**config.mk**
```make
export PLATFORM = sky130hd
export DESIGN_NAME = stream_rr_arbiter
export DESIGN_NICKNAME = d
export VERILOG_FILES = /design/src/rtl/stream_rr_arbiter.sv
export SDC_FILE = /design/constraint.sdc
export NUM_CORES = 1
export LEC_CHECK = 0
export CORE_ASPECT_RATIO = 0.6
export CORE_UTILIZATION = 30
export CTS_CLUSTER_SIZE = 12
export DETAILED_ROUTE_END_ITERATION = 6
export PLACE_DENSITY = 0.67
export SLEW_MARGIN = 15
export SYNTH_ARGS = -nofsm -noshare
export SYNTH_HDL_FRONTEND = slang
export SYNTH_SLANG_ARGS = --single-unit
```
**constraint.sdc**
```tcl
create_clock -name i_clk -period 5.8 [get_ports i_clk]
set_clock_uncertainty 0.2 [all_clocks]
set_input_delay 1.45 -clock i_clk [delete_from_list [all_inputs] [get_ports i_clk]]
set_output_delay 1.45 -clock i_clk [all_outputs]
set_load 0.005 [all_outputs]
```
**src/rtl/stream_rr_arbiter.sv**
```systemverilog
// Packet-level round-robin arbiter feeding one registered valid/ready stage.
// Each output beat is tagged with the index of the input it came from.
module stream_rr_arbiter #(
    parameter int NUM_IN = 4,
    parameter int WIDTH  = 8,
    parameter int SRC_W  = $clog2(NUM_IN)
) (
    input  logic                    i_clk,
    input  logic                    i_reset,
    input  logic [NUM_IN*WIDTH-1:0] i_data,
    input  logic [NUM_IN-1:0]       i_vld,
    input  logic [NUM_IN-1:0]       i_last,
    output logic [NUM_IN-1:0]       o_rdy,
    output logic [WIDTH-1:0]        o_data,
    output logic                    o_last,
    output logic [SRC_W-1:0]        o_src,
    output logic                    o_vld,
    input  logic                    i_rdy
);

    typedef enum logic {
        IDLE,
        LOCKED
    } state_t;

    state_t           state_q, state_d;
    logic [SRC_W-1:0] grant_q, grant_d;
    logic [SRC_W-1:0] ptr_q, ptr_d;

    logic [WIDTH-1:0] data_q, data_d;
    logic             last_q, last_d;
    logic [SRC_W-1:0] src_q, src_d;
    logic             vld_q, vld_d;

    logic [SRC_W:0]   pick;
    logic [SRC_W-1:0] sel;
    logic             sel_en;
    logic             can_accept;
    logic             grant_ok;
    logic             accept;
    logic             sel_last;
    logic [WIDTH-1:0] sel_data;

    // Search starts just after ptr and wraps at NUM_IN, not at 2**SRC_W.
    // Iterating far-to-near lets the nearest requester overwrite the result.
    function automatic logic [SRC_W:0] rr_pick(
        input logic [NUM_IN-1:0] req,
        input logic [SRC_W-1:0]  ptr
    );
        logic [SRC_W:0] res;
        int             idx;
        res = '0;
        for (int off = NUM_IN; off >= 1; off--) begin
            idx = (int'(ptr) + off) % NUM_IN;
            if (req[idx]) begin
                res = {1'b1, SRC_W'(idx)};
            end
        end
        return res;
    endfunction

    assign can_accept = !vld_q || i_rdy;

    always_comb begin
        pick   = rr_pick(i_vld, ptr_q);
        sel    = pick[SRC_W-1:0];
        sel_en = pick[SRC_W];
        if (state_q == LOCKED) begin
            sel    = grant_q;
            sel_en = 1'b1;
        end
    end

    assign grant_ok = sel_en && can_accept && !i_reset;
    assign accept   = grant_ok && i_vld[sel];
    assign sel_last = i_last[sel];
    assign sel_data = i_data[int'(sel)*WIDTH +: WIDTH];

    // State register
    always_ff @(posedge i_clk) begin
        if (i_reset) begin
            state_q <= IDLE;
            grant_q <= '0;
            ptr_q   <= SRC_W'(NUM_IN - 1);
        end else begin
            state_q <= state_d;
            grant_q <= grant_d;
            ptr_q   <= ptr_d;
        end
    end

    // Next-state logic
    always_comb begin
        state_d = state_q;
        grant_d = grant_q;
        ptr_d   = ptr_q;
        if (accept) begin
            if (sel_last) begin
                state_d = IDLE;
                ptr_d   = sel;
            end else begin
                state_d = LOCKED;
                grant_d = sel;
            end
        end
    end

    // Output logic: ready goes only to the selected input
    always_comb begin
        o_rdy = '0;
        for (int k = 0; k < NUM_IN; k++) begin
            o_rdy[k] = grant_ok && (sel == SRC_W'(k));
        end
    end

    always_comb begin
        data_d = data_q;
        last_d = last_q;
        src_d  = src_q;
        vld_d  = vld_q;
        if (accept) begin
            data_d = sel_data;
            last_d = sel_last;
            src_d  = sel;
            vld_d  = 1'b1;
        end else if (i_rdy) begin
            vld_d  = 1'b0;
        end
    end

    always_ff @(posedge i_clk) begin
        if (i_reset) begin
            data_q <= '0;
            last_q <= 1'b0;
            src_q  <= '0;
            vld_q  <= 1'b0;
        end else begin
            data_q <= data_d;
            last_q <= last_d;
            src_q  <= src_d;
            vld_q  <= vld_d;
        end
    end

    assign o_data = data_q;
    assign o_last = last_q;
    assign o_src  = src_q;
    assign o_vld  = vld_q;

endmodule

```
=== Word level (Yosys, flattened, before mapping) ===
Cells that the tools add are included.

* Multiply operators: 0
* Reductions and logical operators: 18
* Bitwise gates (word level): 5
* Shift-type cells: 1
* Divide/modulo/power cells: 0
* Muxes and demuxes: 25
* Equal/unequal tests: 3
* Add/sub/neg operators: 4
* Magnitude comparators: 5

{| class="wikitable"
|+ Operator list
! kind !! count
|-
| variable part select 32 x 6 -> 8 bit || 1
|-
| less-than comparator 3 x 4 -> 1 bit (second input constant) || 4
|-
| two-way mux 1 bit || 14
|-
| binary-select mux 1 bit (select 2 bit) || 6
|-
| two-way mux 3 bit || 4
|-
| OR reduction 2 bit || 4
|-
| logical AND 1 bit || 7
|-
| adder 2 x 1 -> 2 bit (second input constant) || 2
|-
| adder 2 bit (second input constant) || 2
|-
| AND 1 bit (first input constant) || 4
|-
| equality test 2 bit (second input constant) || 2
|-
| AND reduction 2 bit || 2
|-
| less-than comparator 2 x 3 -> 1 bit (second input constant) || 1
|-
| equality test 2 x 1 -> 1 bit (second input constant) || 1
|-
| zero test 1 bit || 2
|-
| zero test 2 bit || 1
|-
| two-way mux 2 bit || 1
|-
| nonzero test 2 bit || 1
|-
| logical OR 1 bit || 1
|-
| inverter 1 bit || 1
|}

* Memory bits (read-only): 0
* Memories: 0
* Register bits after elaboration: 17
* Word-level logic and storage cells: 68
* RAM bits: 0
* Latch bits: 0
* Input bits: 43

=== Logic depth before layout (Yosys ltp) ===
Gate-level depths: netlist of the first run.

* Word-level depth: 15
* Mapped depth: 9
* Gate-level depth less buffers: 6

=== Worst setup path before layout of the first run ===
OpenSTA, ideal clock, no wires.

* Path kind: input-to-output
* Start: in i_vld[2]
* End: out o_rdy[0]
* Path slack: 1.392 ns
* Stages on the path: 6
* Data arrival time: 2.758 ns
* Path buffers: 1
* Data required time: 4.150 ns
* Cells stage by stage: buf_2 -> mux4_1 -> o211a_1 -> a41oi_2 -> nand2b_1 -> nor2_1

* Longest elaborated chain between the ends: 11
* Elaborated cells on any way between the ends: 22
* Those cells by class: 18 x mux; 4 x reduce/logical

{| class="wikitable"
|+ RTL lines
! item !! RTL line !! text
|-
| start: declaration || 11 || <nowiki>input logic [NUM_IN-1:0] i_vld,</nowiki>
|-
| binary-select mux 1 bit (select 2 bit) || 55 || <nowiki>if (req[idx]) begin</nowiki>
|-
| two-way mux 1 bit (not written as such) (2 in series) || 55 ||
|-
| two-way mux 3 bit (3 in series) || 55 ||
|-
| two-way mux 3 bit * || 55 ||
|-
| two-way mux 1 bit || 68 || <nowiki>if (state_q == LOCKED) begin</nowiki>
|-
| logical AND 1 bit (2 in series) || 74 || <nowiki>assign grant_ok = sel_en && can_accept && !i_reset;</nowiki>
|-
| logical AND 1 bit * || 112 || <nowiki>o_rdy[k] = grant_ok && (sel == SRC_W'(k));</nowiki>
|-
| end: declaration || 13 || <nowiki>output logic [NUM_IN-1:0] o_rdy,</nowiki>
|}

Mark *: on every way between the ends. The rest lies on a longest branch, timed or not. The select of a mux whose other input is x is not followed.

=== Worst setup path after layout of the first run ===
* Start: in i_vld[0]
* End: out o_rdy[1]

The elaborated chain is that of the path after synthesis.

==> impl_metrics.json, run 1 <==
{
  "finalCritPeriodShare_pct": 95.6,
  "initial_utilization_pct": 32.2,
  "grt.overflow.total": 0,
  "top_layer_used": "met4",
  "async_flop_share_pct": 0,
  "max-vdd-ir-drop_uv": 209,
  "grt_max_degree": 22,
  "hold_viol": 0,
  "fmax_mhz": 180,
  "power.leakage_nw": 0.832,
  "drtIter0Drc": 84,
  "core_region_area_um2": 4230,
  "min_path_type": "reg -> reg",
  "ctsResizeCount": 0,
  "die_x_um": 89.1,
  "ctsRootBufferMaster": "clkbuf_8",
  "fin_cells": 268,
  "synth_cell_types": 42,
  "max-cap-violations": 0,
  "multiInputGateArea_um2": 933,
  "fill_cells": 433,
  "syn-mean-instance-area_um2": 8.86,
  "wl_met2_um": 1420,
  "powerDensity_nw_per_um2": 417,
  "routedWlPerCell_um": 14.5,
  "finish.instance_area_um2": 2030,
  "relSlewSlack_pct": 61.7,
  "synth_area_leader_cell": "dfxtp_1",
  "drv_slew": 0,
  "wl_met3_um": 434,
  "num_io_pins": 59,
  "die_area_um2": 4830,
  "placed_area_um2": 1990,
  "die_h_um": 54.3,
  "dp_hpwl_um": 2980,
  "io_buffers": 58,
  "drt-vias-per-instance": 5.16,
  "drc": 0,
  "grt_pass1_vias": 1237,
  "crit_type": "in -> out",
  "finalSetupViolations": 0,
  "drt-met1-wl_um": 2010,
  "antenna_found_initial": 0,
  "clk_latency_ps": 250,
  "place_congestion": 0.917,
  "tightest_slew_ps": 575,
  "final.setup.tns_ps": 0,
  "grt_use_total_pct": 16.3,
  "synth_ff_type": "dfxtp_1",
  "cts_tree": "yes",
  "worst_ep_required_time_ps": 4150,
  "syn_area_um2": 1370,
  "drt-total-wl_um": 3880,
  "cts_buffer_depth": 2,
  "ant_nets": 0,
  "cts.reportedPaths.clkPinSlew_ps": 60,
  "yosysWarningCount": 0,
  "h-tree-depth": 1,
  "synth_fp_nets": 197,
  "drive_above_1_share_pct": 13.0,
  "synth.top_cell.area_share_pct": 24.9,
  "grt_setup_unrepaired": "false",
  "seqCellArea_um2": 340,
  "dp_cells": 264,
  "post-route-min-period_ps": 5540,
  "cts-buffers-inserted": 3,
  "final_nets": 252,
  "cts_setup_buffers": 0,
  "critPathArrivalTime_ps": 3890,
  "synth_area_leaders": "dfxtp_1, mux2i_1, mux2_2, o211ai_1, o21ai_0",
  "synthCells": 154,
  "ctsHoldBuffers": 0,
  "endpoint_kind": "output port",
  "areaGrowthSynthToFinish_pct": 48.9,
  "status": "complete, no violations",
  "vias": 1382,
  "num_antenna_cells": 0,
  "grt_pass1_wl_um": 5910,
  "synth_seq_cells": 17,
  "rows": 18,
  "drt-pass1-iter-count": 4,
  "cts_num_sinks": 17,
  "synth_edf_count": 0,
  "worstPathMaxFanout": 21,
  "worstSetupStartpointType": "input port",
  "yosysSeqAreaShare_pct": 24.9
}
==> flip-flops by register name, summed over array words and instances, names as in the netlist <==
register / cells
grant_q: 2
o_last: 1
o_vld: 1
ptr_q: 2
o_data: 8
o_src: 2
state_q: 1
==> worst max-delay path, cell delays in order <==
cell,delay (ps)
clkdlybuf4s50_1,640
a21oi_1,290
o221ai_1,210
o21ai_2,170
buf_4,330
nand2b_1,160
nor2_1,110
clkdlybuf4s50_1,510
==> placed cells by master (no fill, tap or decap), drive strengths merged, types with 3 or more instances in the layout <==
| cell type | count |
|---|---|
| clkdlybuf4s50 | 58 |
| nand2 | 9 |
| nand3 | 3 |
| a221oi | 3 |
| mux2i | 22 |
| mux2 | 8 |
| nor2b | 3 |
| nand2b | 3 |
| nor2 | 8 |
| inv | 5 |
| clkbuf | 3 |
| dfxtp | 17 |
| a21oi | 7 |
| o21ai | 12 |
| o211a | 3 |
| nor3b | 3 |
| o211ai | 11 |
| buf | 5 |
==> routing by layer <==
layer,track usage (%),vias to the layer above
met5,0,-
met4,1.59,0
met3,5.58,2
met2,22.4,58
met1,24.8,626
li1,-,696
==> worst paths after layout <==
kind | from | end | slack (ps) | cells after the start
max | i_vld[0] | o_rdy[1] | 260 | 8
min | grant_q[0] | grant_q[0] | 270 | 2
max reg2reg | ptr_q[0] | ptr_q[0] | 3040 | 6
min reg2reg | grant_q[0] | grant_q[0] | 270 | 2
==> final cells by class <==
cell class,instances,share of cell area [%]
Multi-Input combinational cell,119,45.9
Timing Repair Buffer,63,30.4
Sequential cell,17,16.7
Tap cell,60,3.69
Clock buffer,3,2.03
Inverter,5,0.924
Clock inverter,1,0.246
==> per-stage QoR <==
stage	hold WS [ps]	total power, mW	setup WS [ps]	util (%)
floorplan	239	0.566	1390	-
global placement	258	0.753	336	46.9
detailed placement	256	0.759	262	46.9
CTS	271	0.850	250	48.0
global route	301	0.911	57.7	48.0
finish	272	0.847	258	48.0
==> cells by family after synthesis <==
| logic type | synth area share, % |
|---|---|
| AO/OA/AOI/OAI | 27.4 |
| buffers and inverters | 6.97 |
| flip-flops | 24.9 |
| multiplexers | 24.7 |
| AND/OR/NAND/NOR | 16.0 |
==> power by group <==
part | internal, mW | total (mW) | switching (mW)
combinational | 0.289 | 0.549 | 0.259
sequential | 0.166 | 0.212 | 0.0459
clock | 0.0476 | 0.0869 | 0.0393
total | 0.503 | 0.847 | 0.345
==> synth_stat cells (2+ instances only) <==
library cell / count
mux2i_1: 22
dfxtp_1: 17
o211ai_1: 11
o21ai_0: 11
nand2_1: 9
mux2_2: 8
nor2_1: 8
a21oi_1: 7
inv_1: 5
buf_2: 4
buf_4: 4
clkbuf_1: 4
nand2b_1: 3
nand3_1: 3
nor2b_1: 3
o211a_1: 3
a211oi_1: 2
a221oi_1: 2
and2_1: 2
nor3_1: 2
nor3b_2: 2
o221ai_1: 2
Power figures use the tool's default switching activity.
==> run 2, diff against run 1 <==
--- a/config.mk
+++ b/config.mk
@@ -9,6 +9,7 @@
 export CORE_UTILIZATION = 30
 export CTS_CLUSTER_SIZE = 12
 export DETAILED_ROUTE_END_ITERATION = 6
+export HOLD_SLACK_MARGIN = 0.1
 export PLACE_DENSITY = 0.67
 export SLEW_MARGIN = 15
 export SYNTH_ARGS = -nofsm -noshare
==> results of run 2 <==
No change in the layout: final DEF, timing and power equal those of run 1.
